--- src/rtl/noc_pkg.sv ---
// Shared mesh definitions: coordinates, flit type encodings, router port codes
// and the packetizer FSM states.
package noc_pkg;

    localparam int X_NODE_NUM = 4;
    localparam int Y_NODE_NUM = 4;
    localparam int X_W        = 2;
    localparam int Y_W        = 2;
    localparam int FLIT_W     = 8;
    localparam int LEN_W      = 4;

    localparam logic [1:0] HDR_FLIT  = 2'b10;
    localparam logic [1:0] BODY_FLIT = 2'b00;
    localparam logic [1:0] TAIL_FLIT = 2'b01;

    localparam logic [2:0] Lo = 3'd1;
    localparam logic [2:0] Eo = 3'd2;
    localparam logic [2:0] No = 3'd3;
    localparam logic [2:0] Wo = 3'd4;
    localparam logic [2:0] So = 3'd5;

    typedef enum logic [1:0] {
        IDLE,
        HEAD,
        PAYLOAD
    } ni_state_t;

    // Header layout decoded by the router's route-compute stage
    function automatic logic [FLIT_W-1:0] make_header(
        input logic [X_W-1:0] src_x,
        input logic [Y_W-1:0] src_y,
        input logic [X_W-1:0] dst_x,
        input logic [Y_W-1:0] dst_y
    );
        return {src_x, src_y, dst_x, dst_y};
    endfunction

endpackage

--- src/rtl/ni_packetizer_if.sv ---
// Core-side request/payload handshakes and router-side flit/credit signals.
interface ni_packetizer_if;
    import noc_pkg::*;

    logic                req_valid;
    logic                req_ready;
    logic [X_W-1:0]      req_dest_x;
    logic [Y_W-1:0]      req_dest_y;
    logic [LEN_W-1:0]    req_len;
    logic                data_valid;
    logic                data_ready;
    logic [FLIT_W-1:0]   data_in;
    logic                flit_valid;
    logic [FLIT_W-1:0]   flit_out;
    logic [1:0]          flit_type;
    logic                credit_in;
    logic                credit_err;

    modport master (
        input  req_valid, req_dest_x, req_dest_y, req_len,
        input  data_valid, data_in, credit_in,
        output req_ready, data_ready, flit_valid, flit_out, flit_type, credit_err
    );

    modport slave (
        output req_valid, req_dest_x, req_dest_y, req_len,
        output data_valid, data_in, credit_in,
        input  req_ready, data_ready, flit_valid, flit_out, flit_type, credit_err
    );

endinterface

--- src/rtl/ni_packetizer_credit_counter.sv ---
// Saturating credit counter for the router local input buffer, with a sticky
// error for credits returned while already full.
module credit_counter #(
    parameter int BUF_DEPTH = 4,
    parameter int CNT_W     = 3
) (
    input  logic clk,
    input  logic rst,
    input  logic send,
    input  logic credit_in,
    output logic has_credit,
    output logic credit_err
);

    localparam logic [CNT_W-1:0] FULL = CNT_W'(BUF_DEPTH);
    localparam logic [CNT_W-1:0] ONE  = CNT_W'(1);

    logic [CNT_W-1:0] count;

    // A send and a returned credit in the same cycle cancel out
    always_ff @(posedge clk or negedge rst) begin
        if (!rst) begin
            count      <= FULL;
            credit_err <= 1'b0;
        end else begin
            case ({send, credit_in})
                2'b10: count <= count - ONE;
                2'b01: begin
                    if (count == FULL) credit_err <= 1'b1;
                    else               count      <= count + ONE;
                end
                default: ;
            endcase
        end
    end

    assign has_credit = (count != '0);

endmodule

--- src/rtl/ni_packetizer.sv ---
// Source-side network interface: turns a packet request plus payload words into
// header/body/tail flits for the router local port under credit flow control.
module ni_packetizer
    import noc_pkg::*;
#(
    parameter logic [X_W-1:0] X_S_ADDRESS = 2'b00,
    parameter logic [Y_W-1:0] Y_S_ADDRESS = 2'b01,
    parameter int             BUF_DEPTH   = 4,
    parameter int             CNT_W       = 3
) (
    input logic             clk,
    input logic             rst,
    ni_packetizer_if.master bus
);

    ni_state_t         state, state_next;
    logic [X_W-1:0]    dest_x;
    logic [Y_W-1:0]    dest_y;
    logic [LEN_W-1:0]  remain;
    logic              has_credit;
    logic              hdr_send;
    logic              data_fire;
    logic              send;
    logic              req_ready;
    logic              data_ready;
    logic              flit_valid;
    logic [FLIT_W-1:0] flit_out;
    logic [1:0]        flit_type;

    always_comb begin
        state_next = state;
        req_ready  = 1'b0;
        data_ready = 1'b0;
        hdr_send   = 1'b0;
        data_fire  = 1'b0;
        case (state)
            IDLE: begin
                req_ready = 1'b1;
                if (bus.req_valid) state_next = HEAD;
            end
            HEAD: begin
                hdr_send = has_credit;
                if (has_credit) state_next = PAYLOAD;
            end
            PAYLOAD: begin
                data_ready = has_credit;
                data_fire  = has_credit && bus.data_valid;
                if (data_fire && remain == '0) state_next = IDLE;
            end
            default: state_next = IDLE;
        endcase
        send = hdr_send || data_fire;
    end

    always_ff @(posedge clk or negedge rst) begin
        if (!rst) state <= IDLE;
        else      state <= state_next;
    end

    // flit_out/flit_type only change when a flit is actually emitted
    always_ff @(posedge clk or negedge rst) begin
        if (!rst) begin
            dest_x     <= '0;
            dest_y     <= '0;
            remain     <= '0;
            flit_valid <= 1'b0;
            flit_out   <= '0;
            flit_type  <= BODY_FLIT;
        end else begin
            flit_valid <= send;
            if (state == IDLE && bus.req_valid) begin
                dest_x <= bus.req_dest_x;
                dest_y <= bus.req_dest_y;
                remain <= bus.req_len;
            end
            if (hdr_send) begin
                flit_out  <= make_header(X_S_ADDRESS, Y_S_ADDRESS, dest_x, dest_y);
                flit_type <= HDR_FLIT;
            end else if (data_fire) begin
                flit_out  <= bus.data_in;
                flit_type <= (remain == '0) ? TAIL_FLIT : BODY_FLIT;
                remain    <= remain - LEN_W'(1);
            end
        end
    end

    credit_counter #(
        .BUF_DEPTH (BUF_DEPTH),
        .CNT_W     (CNT_W)
    ) u_credit (
        .clk        (clk),
        .rst        (rst),
        .send       (send),
        .credit_in  (bus.credit_in),
        .has_credit (has_credit),
        .credit_err (bus.credit_err)
    );

    assign bus.req_ready  = req_ready;
    assign bus.data_ready = data_ready;
    assign bus.flit_valid = flit_valid;
    assign bus.flit_out   = flit_out;
    assign bus.flit_type  = flit_type;

endmodule

--- src/flat_wrapper.sv ---
// flat-port wrapper written by rule: the top's interface ports become plain ports
module ni_packetizer_flat import noc_pkg::*;
#(
    parameter logic [X_W-1:0] X_S_ADDRESS = 2'b00,
    parameter logic [Y_W-1:0] Y_S_ADDRESS = 2'b01,
    parameter int             BUF_DEPTH   = 4,
    parameter int             CNT_W       = 3
)
  (clk, rst, bus_req_valid, bus_req_dest_x, bus_req_dest_y, bus_req_len, bus_data_valid, bus_data_in, bus_credit_in, bus_req_ready, bus_data_ready, bus_flit_valid, bus_flit_out, bus_flit_type, bus_credit_err);
  ni_packetizer_if bus_i ();
  input logic clk;
  input logic rst;
  input wire logic [$bits(bus_i.req_valid)-1:0] bus_req_valid;
  input wire logic [$bits(bus_i.req_dest_x)-1:0] bus_req_dest_x;
  input wire logic [$bits(bus_i.req_dest_y)-1:0] bus_req_dest_y;
  input wire logic [$bits(bus_i.req_len)-1:0] bus_req_len;
  input wire logic [$bits(bus_i.data_valid)-1:0] bus_data_valid;
  input wire logic [$bits(bus_i.data_in)-1:0] bus_data_in;
  input wire logic [$bits(bus_i.credit_in)-1:0] bus_credit_in;
  output wire logic [$bits(bus_i.req_ready)-1:0] bus_req_ready;
  output wire logic [$bits(bus_i.data_ready)-1:0] bus_data_ready;
  output wire logic [$bits(bus_i.flit_valid)-1:0] bus_flit_valid;
  output wire logic [$bits(bus_i.flit_out)-1:0] bus_flit_out;
  output wire logic [$bits(bus_i.flit_type)-1:0] bus_flit_type;
  output wire logic [$bits(bus_i.credit_err)-1:0] bus_credit_err;
  assign bus_i.req_valid = bus_req_valid;
  assign bus_i.req_dest_x = bus_req_dest_x;
  assign bus_i.req_dest_y = bus_req_dest_y;
  assign bus_i.req_len = bus_req_len;
  assign bus_i.data_valid = bus_data_valid;
  assign bus_i.data_in = bus_data_in;
  assign bus_i.credit_in = bus_credit_in;
  assign bus_req_ready = bus_i.req_ready;
  assign bus_data_ready = bus_i.data_ready;
  assign bus_flit_valid = bus_i.flit_valid;
  assign bus_flit_out = bus_i.flit_out;
  assign bus_flit_type = bus_i.flit_type;
  assign bus_credit_err = bus_i.credit_err;
  ni_packetizer #(.X_S_ADDRESS(X_S_ADDRESS), .Y_S_ADDRESS(Y_S_ADDRESS), .BUF_DEPTH(BUF_DEPTH), .CNT_W(CNT_W)) u_core (.clk(clk), .rst(rst), .bus(bus_i));
endmodule
--- config.mk ---
export PLATFORM = sky130hd
export DESIGN_NAME = ni_packetizer_flat
export DESIGN_NICKNAME = d
export VERILOG_FILES = /design/src/rtl/noc_pkg.sv /design/src/rtl/ni_packetizer_if.sv /design/src/rtl/ni_packetizer_credit_counter.sv /design/src/rtl/ni_packetizer.sv /design/src/flat_wrapper.sv
export SDC_FILE = /design/constraint.sdc
export NUM_CORES = 1
export LEC_CHECK = 0
export BUFFER_PORTS_ARGS = -buffer_cell sky130_fd_sc_hd__buf_2
export CORE_UTILIZATION = 55
export DETAILED_ROUTE_END_ITERATION = 12
export MAX_ROUTING_LAYER = met4
export PLACE_DENSITY_LB_ADDON = 0.25
export SYNTH_ARGS = -nofsm -noshare
export SYNTH_HDL_FRONTEND = slang
export SYNTH_SLANG_ARGS = --single-unit
--- constraint.sdc ---
create_clock -name clk -period 6.1 [get_ports clk]
set_clock_uncertainty 0.2 [all_clocks]
set_input_delay 0.915 -clock clk [delete_from_list [all_inputs] [get_ports clk]]
set_output_delay 0.915 -clock clk [all_outputs]
set_load 0.005 [all_outputs]
==> Word level (Yosys, flattened, before mapping) <==
Index checks and enable logic that the tools add are counted.
{ "totals": {"regBits": 25, "latchBits": 0, "ram_bits": 0, "rom_bits": 0, "in_bits": 21, "output_inout_bits": 14, "elab_cells": 51, "n_memories": 0} }
{ "op_classes": {"n_addsub": 3, "multipliers": 0, "div": 0, "magnitude_cmp": 0, "eq_ne": 9, "shift": 0, "mux": 18, "bitwise_logic": 0, "n_reduce_logical": 12} }
{ "ops": {"columns": ["cell", "n"], "rows": [
  ["$mux 8", 2],
  ["$mux 4", 3],
  ["$mux 2", 5],
  ["$pmux 2 s3", 1],
  ["$pmux 3 s2", 1],
  ["$mux 1", 5],
  ["$eq 2x1->1 const B", 2],
  ["$eq 2x2->1 const B", 2],
  ["$logic_not 4->1", 1],
  ["$ne 2x1->1 const B", 2],
  ["$ne 2x2->1 const B", 2],
  ["$reduce_and 2->1", 2],
  ["$reduce_bool 2->1", 2],
  ["$sub 4x1->4 const B", 1],
  ["$add 3x1->3 const B", 1],
  ["$eq 3x3->1 const B", 1],
  ["$logic_and 1x1->1", 3],
  ["$mux 3", 1],
  ["$reduce_and 3->1", 1],
  ["$reduce_bool 3->1", 1],
  ["$sub 3x1->3 const B", 1],
  ["$logic_not 2->1", 1],
  ["$logic_or 1x1->1", 1]
]} }

==> Longest topological paths before layout <==
Gate-level depths: netlist (run 1).
{ "logic_depth": {"ltp_word": 7, "mapped_depth": 10, "mapped_depth_nobuf": 8} }

==> By module <==
A second synthesis (run 1) with hierarchy kept.
{ "hier_totals": {"cells_unflattened": 112, "hier_area_um2": 1278.7} }
{ "modules_own_cells": {"columns": ["module", "instances", "cells_each", "area_per_inst_um2", "seq_area_each_um2"], "rows": [
  ["ni_packetizer", 1, 84, 1013.5, 525.5],
  ["credit_counter", 1, 28, 265.3, 101.3]
]} }

==> Worst setup path after synthesis (run 1) <==
No wires, ideal clock.
{ "synth_timing": {"path_kind": "input to register", "startpoint": "input port bus_data_valid", "endpoint": "register u_core.u_credit.count[2]", "setup_ps": 84, "arrival_ps": 2353, "required_ps": 5816, "slack_ps": 3464, "path_stages": 7, "n_path_buf": 0, "path_cell_list": "nand3b_4 > nand2_1 > nand2_1 > nand2_1 > fa_1 > or3_1 > a311o_1"} }
{ "synth_via": {"elab_chain_cells": 6, "word_cells_on_any_way": 9, "cone_classes": "eq/ne: 3; mux: 2; reduce/logical: 4"} }
{ "synth_rtl": {"columns": ["item", "line", "rtl"], "rows": [
  ["start: declaration", "flat_wrapper.sv:17", "input wire logic [$bits(bus_i.data_valid)-1:0] bus_data_valid;"],
  ["$logic_and 1x1->1 *", "ni_packetizer.sv:47", "data_fire = has_credit && bus.data_valid;"],
  ["$mux 1 *", "ni_packetizer.sv:36", "case (state)"],
  ["$logic_or 1x1->1 *", "ni_packetizer.sv:52", "send = hdr_send || data_fire;"],
  ["$eq 2x1->1 / $eq 2x2->1 (equally long branches)", "ni_packetizer_credit_counter.sv:26", "case ({send, credit_in})"],
  ["$ne 2x2->1 (no line) / $reduce_bool 2->1 (equally long branches)", null, null],
  ["$reduce_and 2->1 (no line)", null, null],
  ["end signal: assignment", "ni_packetizer_credit_counter.sv:27", "2'b10: count <= count - ONE;"],
  ["end signal: assignment", "ni_packetizer_credit_counter.sv:30", "else count <= count + ONE;"],
  ["end: declaration", "ni_packetizer_credit_counter.sv:18", "logic [CNT_W-1:0] count;"]
]} }
Mark *: on every way between the ends. The rest lies on a longest branch, timed or not.
A chain may end at the register's enable or synchronous reset.

==> Final worst setup path (run 1) <==
Ends and elaborated chain as after synthesis.

==> metrics, run 1 <==
post-synthesis simple-gate area fraction=19.3%; WHS=0.284 ns; Worst VDD drop=0.000310 V; Reg2Reg Launch Point=u_core.u_credit.count[0]; Hold WC Path Type=reg2reg; core area=2190 µm²; clk_lat worst skew=0.33 ns; via count=1072; nets=186; GR Util met2=40.2%; DIE AREA=2500 µm²; DP HPWL=1.90 mm; P&R area growth vs syn=15.1%; grt total ovfl=0; slew margin rel.=41.1%; Die W=50.0 µm; Worst Setup Start Kind=input pin; TritonCTS Sinks=25; critical path data arrival time=2.61 ns; maximum root-to-sink buffer count=2; Warnings, synthesis=0; data required time of the worst path=6.17 ns; multiplexer share of the synthesized area=0.789%; Seq cells post-synth=25; most frequent CP cell=nand2_1; post-synth cell types=40; Synth area leader=dfrtp_1; Finished Layout Cells=189; slowest stage cell, crit path=fa_1; largest net degree at the start of global routing=26; Mapped Area=1270 µm²; Top Ports=35; GR Util All Layers=25.0%; Hold Path Depth=1; prevailing post-synth register cell=dfrtp_1; hold buffers post-CTS=0; Post-synth ARST share=100%; run status=finished, violations left; Post-DRT Antenna Nets=0; vias in the first global route=1029; MaxCap Viol Count=0; Remaining DRCs=2; placed cell area=1430 µm²; largest family of logic cells by synthesized area=compound AO/OA/AOI/OAI gates; Worst setup EP type=register; Worst R2R Path Depth=6; GPL Wtd Cong=0.816; Max Clk Rate=0.393 GHz; Die Ht=50.0 µm; crit-path max FO=10; CTS buffer count=3; syn nets=153; initial antenna violation count=0; fin crit period=2.54 ns; CTS root buffer=clkbuf_4; synthesized instance count=129; post-synthesis compound-gate area fraction=20.6%; mean post-synth cell area=9.84 µm²; Final Util=66.6%; Most Crowded Layer GR=met2; top post-synthesis cells by count=24 x dfrtp_1, 23 x nand2_1, 10 x nor2_1; Synth top area share=47.3%; ANT cells=0; Hold Path Sink=u_core.u_credit.credit_err; RSZ-0062 raised after global routing=false; CP delay by family, top=simple AND/OR/NAND/NOR gates; LEAKAGE=0.000736 µW; final period utilization=41.7%; CP peak stage delay=0.42 ns; Worst-Margin Slew=0.882 ns; Post-Synth XOR/XNOR Area=0.690%; EDFF count, synth=0; most common cell in the netlist=dfrtp_1; M3 GR Usage=3.70%; Avg WL per Cell=14.0 µm; post-CTS resize count=0; Vias/cell=5.67; setup_tns=0 ns; main area contributors after synthesis=dfrtp_1 47%, nand2_1 6.8%, o21ai_0 3.6%; CP cell instances=buf_2 -> nand3b_4 -> nand2_1 -> nand2_1 -> nand2_1 -> fa_1 -> or3_1 -> a311o_1; first-pass GRT wire length=4.46 mm; CTS HTree Levels=1; Placed Cells incl. Taps=185; initial core utilization=57.9%; final number of hold-violating endpoints=0; sequential area share after synthesis=49.4%; Setup-failing EPs final=0; failing checks=DRC; CTS tree=done; num rows=17; hold path start=u_core.u_credit.credit_err; R2R Setup Slk=3.58 ns; share of layout cells above drive strength 1=26.7%; final instance area=1460 µm²; Slew Viols, Final=0; Reg clk slew, reported paths=0.14 ns; First-pass DRT Iterations=8; setup repair bufs after CTS=0; Port Buffer Count=34; r2r endpoint=u_core.u_credit.count[2]; routing usage on met1=30.8%; Iter 0 DRT Violations=32; critical path class=in2reg; area share of fa/ha/maj cells after synthesis=3.55%; WP buf/inv=1; power density over the cells=499 nW/µm²; Detailed Route WL=2.65 mm
[final cells by class]
type | count | area, µm²
flip-flops and latches | 25 | 627
fillers | 189 | 731
repair buffers | 35 | 178
clock buffers | 3 | 22.5
well taps | 28 | 35.0
inverters | 6 | 22.5
multi-input cells | 91 | 571
clock inverters | 1 | 5.00
[state kept, by name (all words and copies together) (netlist names)]
signal / count
u_core.bus.flit_out: 8
u_core.remain: 4
u_core.u_credit.count: 3
u_core.bus.flit_type: 2
u_core.dest_x: 2
u_core.dest_y: 2
u_core.state: 2
u_core.bus.flit_valid: 1
u_core.u_credit.credit_err: 1
[metrics by stage]
stage | setup slack [ns] | total power, µW
after detailed placement | 3.21 | 655
after global placement | 3.26 | 637
after global routing | 3.46 | 794
final | 3.56 | 729
after CTS | 3.55 | 732
after floorplan | 3.46 | 564
[cells in the final DEF (no fill, tap or decap), types with 5 or more instances in the layout]
master,synthesis,final
a21oi_1,5,5
a22oi_1,5,5
buf_2,0,34
dfrtp_1,24,24
inv_1,6,6
nand2_1,23,23
nor2_1,10,10
o21ai_0,9,9
[how the worst max path moves through the flow]
stage | start | end | cells past startpoint
after global placement | bus_data_valid | u_core.u_credit.count[2] | 8
final | bus_data_valid | u_core.u_credit.count[2] | 8
after floorplan | bus_data_valid | u_core.u_credit.count[2] | 7
after detailed placement | bus_data_valid | u_core.u_credit.count[2] | 8
after CTS | u_core.u_credit.count[0] | bus_data_ready | 4
after global routing | u_core.u_credit.count[0] | u_core.u_credit.count[2] | 6
[worst register-to-register path: stages (launching register included)]
cell,delay (ns)
dfrtp_1,0.49
or3_1,0.42
nand2_1,0.16
nand2_1,0.09
fa_1,0.42
or3_1,0.36
a311o_1,0.31
[cell families after synthesis]
| group | count (synthesis) |
|---|---|
| AO/OA/AOI/OAI | 38 |
| XOR/XNOR | 1 |
| adder cells (fa/ha/maj) | 3 |
| buffers and inverters | 13 |
| flip-flops | 25 |
| multiplexers | 1 |
| AND/OR/NAND/NOR | 48 |
[where the power goes]
group	switching (µW)	internal, µW	total [µW]
sequential	67.2	243	311
clock	52.8	24.6	77.4
combinational	181	159	341
total	301	427	729
[per-layer routing]
layer | up-vias | wire length [µm]
met2 | 33 | 1310
met3 | 5 | 123
met4 | 0 | 44
li1 | 527 | -
met1 | 507 | 1180
met5 | - | 0
No activity file was read; power rests on OpenSTA's default activity.
==> run 2, diff against run 1 <==
ABC_AREA = 1   (was not set)
CORE_UTILIZATION = 50   (was 55)
clock period = 2.59 ns   (was 6.1 ns; I/O delays follow)
==> run 2 against run 1 <==
  * The run now ends clean
  * Sequential power rose by 120%
  * Synthesized area fell by 6.9%
  * Combinational power rose by 130%
  * Critical endpoint unchanged
  * Register-to-register slack got worse by 3.2 ns
  * Critical path type is now reg2reg
  * First-iteration DRC count fell by 47%
  * Routed wire length fell by 19%
  * Die area rose by 2.3%
  * Global-route usage fell by 3.4 points
  * Hold slack got worse by 0.21 ns
  * Clock power rose by 130%
  * Utilization fell by 2.7 points
  * Count of clock-buffer cells in the layout did not move
==> metrics, run 2 <==
critical path data arrival time=2.27 ns (-0.34 ns); Max Clk Rate=0.455 GHz; DP HPWL=1.62 mm (-15%); Post-synth ARST share=100% (unchanged); leading cell types in the layout, fill and taps excluded=34 x buf_2, 30 x nand2_1, 24 x dfrtp_1, 10 x inv_1, 8 x nand3_1; Worst VDD drop=0.000630 V (+100%); post-CTS resize count=0 (unchanged); Synth area leader=dfrtp_1; CP startpoint=u_core.u_credit.count[0]; Port Buffer Count=34 (unchanged); final period utilization=84.8%; Setup-failing EPs final=0 (unchanged); mean post-synth cell area=10.0 µm² (+1.8%); Worst-Margin Slew=0.538 ns (-0.344 ns); Slew Viols, Final=0 (unchanged); grt total ovfl=0 (unchanged); CTS root buffer=clkbuf_4; synthesized instance count=118 (-8.5%); first-pass GRT wire length=3.95 mm (-11%); Mapped Area=1180 µm² (-6.9%); Post-DRT Antenna Nets=0 (unchanged); P&R area growth vs syn=19.7%; Worst R2R Path Depth=10 (+4); num rows=17 (unchanged); Largest regs=u_core.bus.flit_out x8, u_core.remain x4, u_core.u_credit.count x3; TritonCTS Sinks=25 (unchanged); core area=2210 µm² (+0.97%); Detailed Route WL=2.15 mm (-19%); run status=completed; max reg flops=8 (unchanged); Avg WL per Cell=11.7 µm (-16%); Reg2Reg Launch Point=u_core.u_credit.count[0]; EDFF count, synth=0 (unchanged); RSZ-0062 raised after global routing=false; Hold WC Path Type=in2reg; Iter 0 DRT Violations=17 (-47%); r2r endpoint=u_core.u_credit.count[2]; CTS HTree Levels=1 (unchanged); R2R Setup Slk=0.39 ns (-3.19 ns); First-pass DRT Iterations=4 (-4); Worst Setup Start Kind=register; clk_lat worst skew=0.32 ns (about the same); internal power=973 µW (+130%); maximum root-to-sink buffer count=2 (unchanged); slowest stage cell, crit path=dfrtp_1; Vias/cell=5.04 (-11%); sequential area share after synthesis=53.1% (+3.7 points); ANT cells=0 (unchanged); WP buf/inv=1 (unchanged); Die Ht=50.6 µm (+1.1%); power share of the clock group=10.7% (about the same); main area contributors after synthesis=dfrtp_1 51%, nand2_1 9.5%, mux2_2 4.8%; most common cell in the netlist=nand2_1; switching portion of total power=40.7% (-0.69 points); crit-path max FO=15 (+5); Remaining DRCs=0 (-2); largest net degree at the start of global routing=26 (unchanged); GR Util All Layers=21.6% (-3.4 points); CP delay by family, top=simple AND/OR/NAND/NOR gates; most common cell after layout, fill and taps aside=buf_2; Top reg by flops=u_core.bus.flit_out; share of layout cells above drive strength 1=36.8% (+10 points); power density over the cells=1160 nW/µm² (+130%); CTS buffer count=3 (unchanged); Reg clk slew, reported paths=0.13 ns (about the same); nets=180 (-3.2%); MaxCap Viol Count=0 (unchanged); setup repair bufs after CTS=0 (unchanged); CTS tree=done; CP cell instances=nor2_1 -> nand2_2 -> nand3_4 -> nand3_1 -> fa_1 -> inv_1 -> nand4_1 -> nand3_1 -> nand2_1 -> nand2_1; Reg power frac=42.4% (-0.2 points); top post-synthesis cells by count=30 x nand2_1, 24 x dfrtp_1, 10 x inv_1; setup_tns=0 ns (unchanged); GPL Wtd Cong=0.838 (+2.6%); slew margin rel.=64.1% (+23 points); LEAKAGE=0.000753 µW (+2.2%); DIE AREA=2560 µm² (+2.3%); Worst setup EP type=register; vias in the first global route=944 (-8.3%); critical path depth=10 (+2); Pwr Total=1640 µW (+130%); crit path capture=u_core.u_credit.count[2]; switching pwr=667 µW (+120%); Synth top area share=50.8% (+3.5 points); Comb pwr share=46.9% (about the same); Seq cells post-synth=25 (unchanged); fin crit period=2.20 ns; initial antenna violation count=0 (unchanged); final number of hold-violating endpoints=0 (unchanged); post-synth cell types=24 (-40%); Die W=50.6 µm (+1.1%); Top Ports=35 (unchanged); data required time of the worst path=2.67 ns (-3.50 ns); syn nets=142 (-7.2%); critical path class=reg2reg; Warnings, synthesis=0 (unchanged); prevailing post-synth register cell=dfrtp_1; CP peak stage delay=0.45 ns (+0.03 ns); initial core utilization=53.4% (-4.5 points); via count=923 (-14%); Final Util=63.9% (-2.7 points)
[run 2: worst min-delay path by stage]
stage          cells past startpoint         startpoint  slack (ns)                endpoint
2_1_floorplan                      0                rst       -0.11  u_core.bus.flit_out[0]
3_3_place_gp                       1                rst        0.20  u_core.bus.flit_out[4]
3_5_place_dp                       1                rst        0.21  u_core.bus.flit_out[4]
4_1_cts                            3     bus_data_in[0]        0.06  u_core.bus.flit_out[0]
5_1_grt                            2  bus_req_dest_y[1]        0.07        u_core.dest_y[1]
6_report                           3     bus_data_in[0]        0.07  u_core.bus.flit_out[0]
[run 2: worst reg2reg max path, cell delays in order (launching register included)]
cell and delay, ns:
dfrtp_1 0.45, nor2_1 0.18, nand2_2 0.14, nand3_4 0.18, nand3_1 0.18, fa_1 0.42, inv_1 0.07, nand4_1 0.12
nand3_1 0.11, nand2_1 0.05, nand2_1 0.05
[run 2: logic make-up after synthesis]
| kind of cell | synth area share, % |
|---|---|
| simple gates | 23.4 |
| flops | 53.1 |
| buf+inv | 4.98 |
| compound gates | 7.73 |
| mux | 4.77 |
| xor+xnor | 2.22 |
| fa+ha+maj | 3.81 |
[run 2: cell type report]
class	count	area [µm²]
Fill cell	193	798
Clock buffer	3	22.5
Sequential cell	25	627
Clock inverter	1	5.00
Inverter	13	48.8
Timing Repair Buffer	35	180
Multi-Input combinational cell	78	495
Tap cell	28	35.0
[run 2: timing repair]
| action | CTS | global route |
|---|---|---|
| hold buffers | 1 | 0 |
| setup endpoints to repair | 0 | 0 |
| endpoints found under the hold margin | 24 | 0 |
[run 2: per-layer routing]
metal	global-route usage, %	up-vias	wire length, µm
li1	-	461	-
met1	27.2	425	996
met2	33.6	32	1000
met3	2.73	5	102
met4	12.0	0	47
met5	-	-	0
[run 2: power groups by stage]
stage | logic [µW] | registers [µW] | clock network [µW]
floorplan | 552 | 696 | 0
global placement | 744 | 697 | 0
detailed placement | 772 | 706 | 0
CTS | 778 | 697 | 181
global route | 897 | 721 | 189
finish | 769 | 696 | 175
[run 2: metrics by stage]
step,setup slack (ns),hold WS (ns),cell area (µm²),std cells
after floorplan,0.690,-0.107,1180,118
after global placement,0.557,0.202,1380,178
after detailed placement,0.418,0.209,1380,178
after CTS,0.392,0.0566,1410,183
after global routing,0.146,0.0722,1410,183
final,0.393,0.0707,1410,183
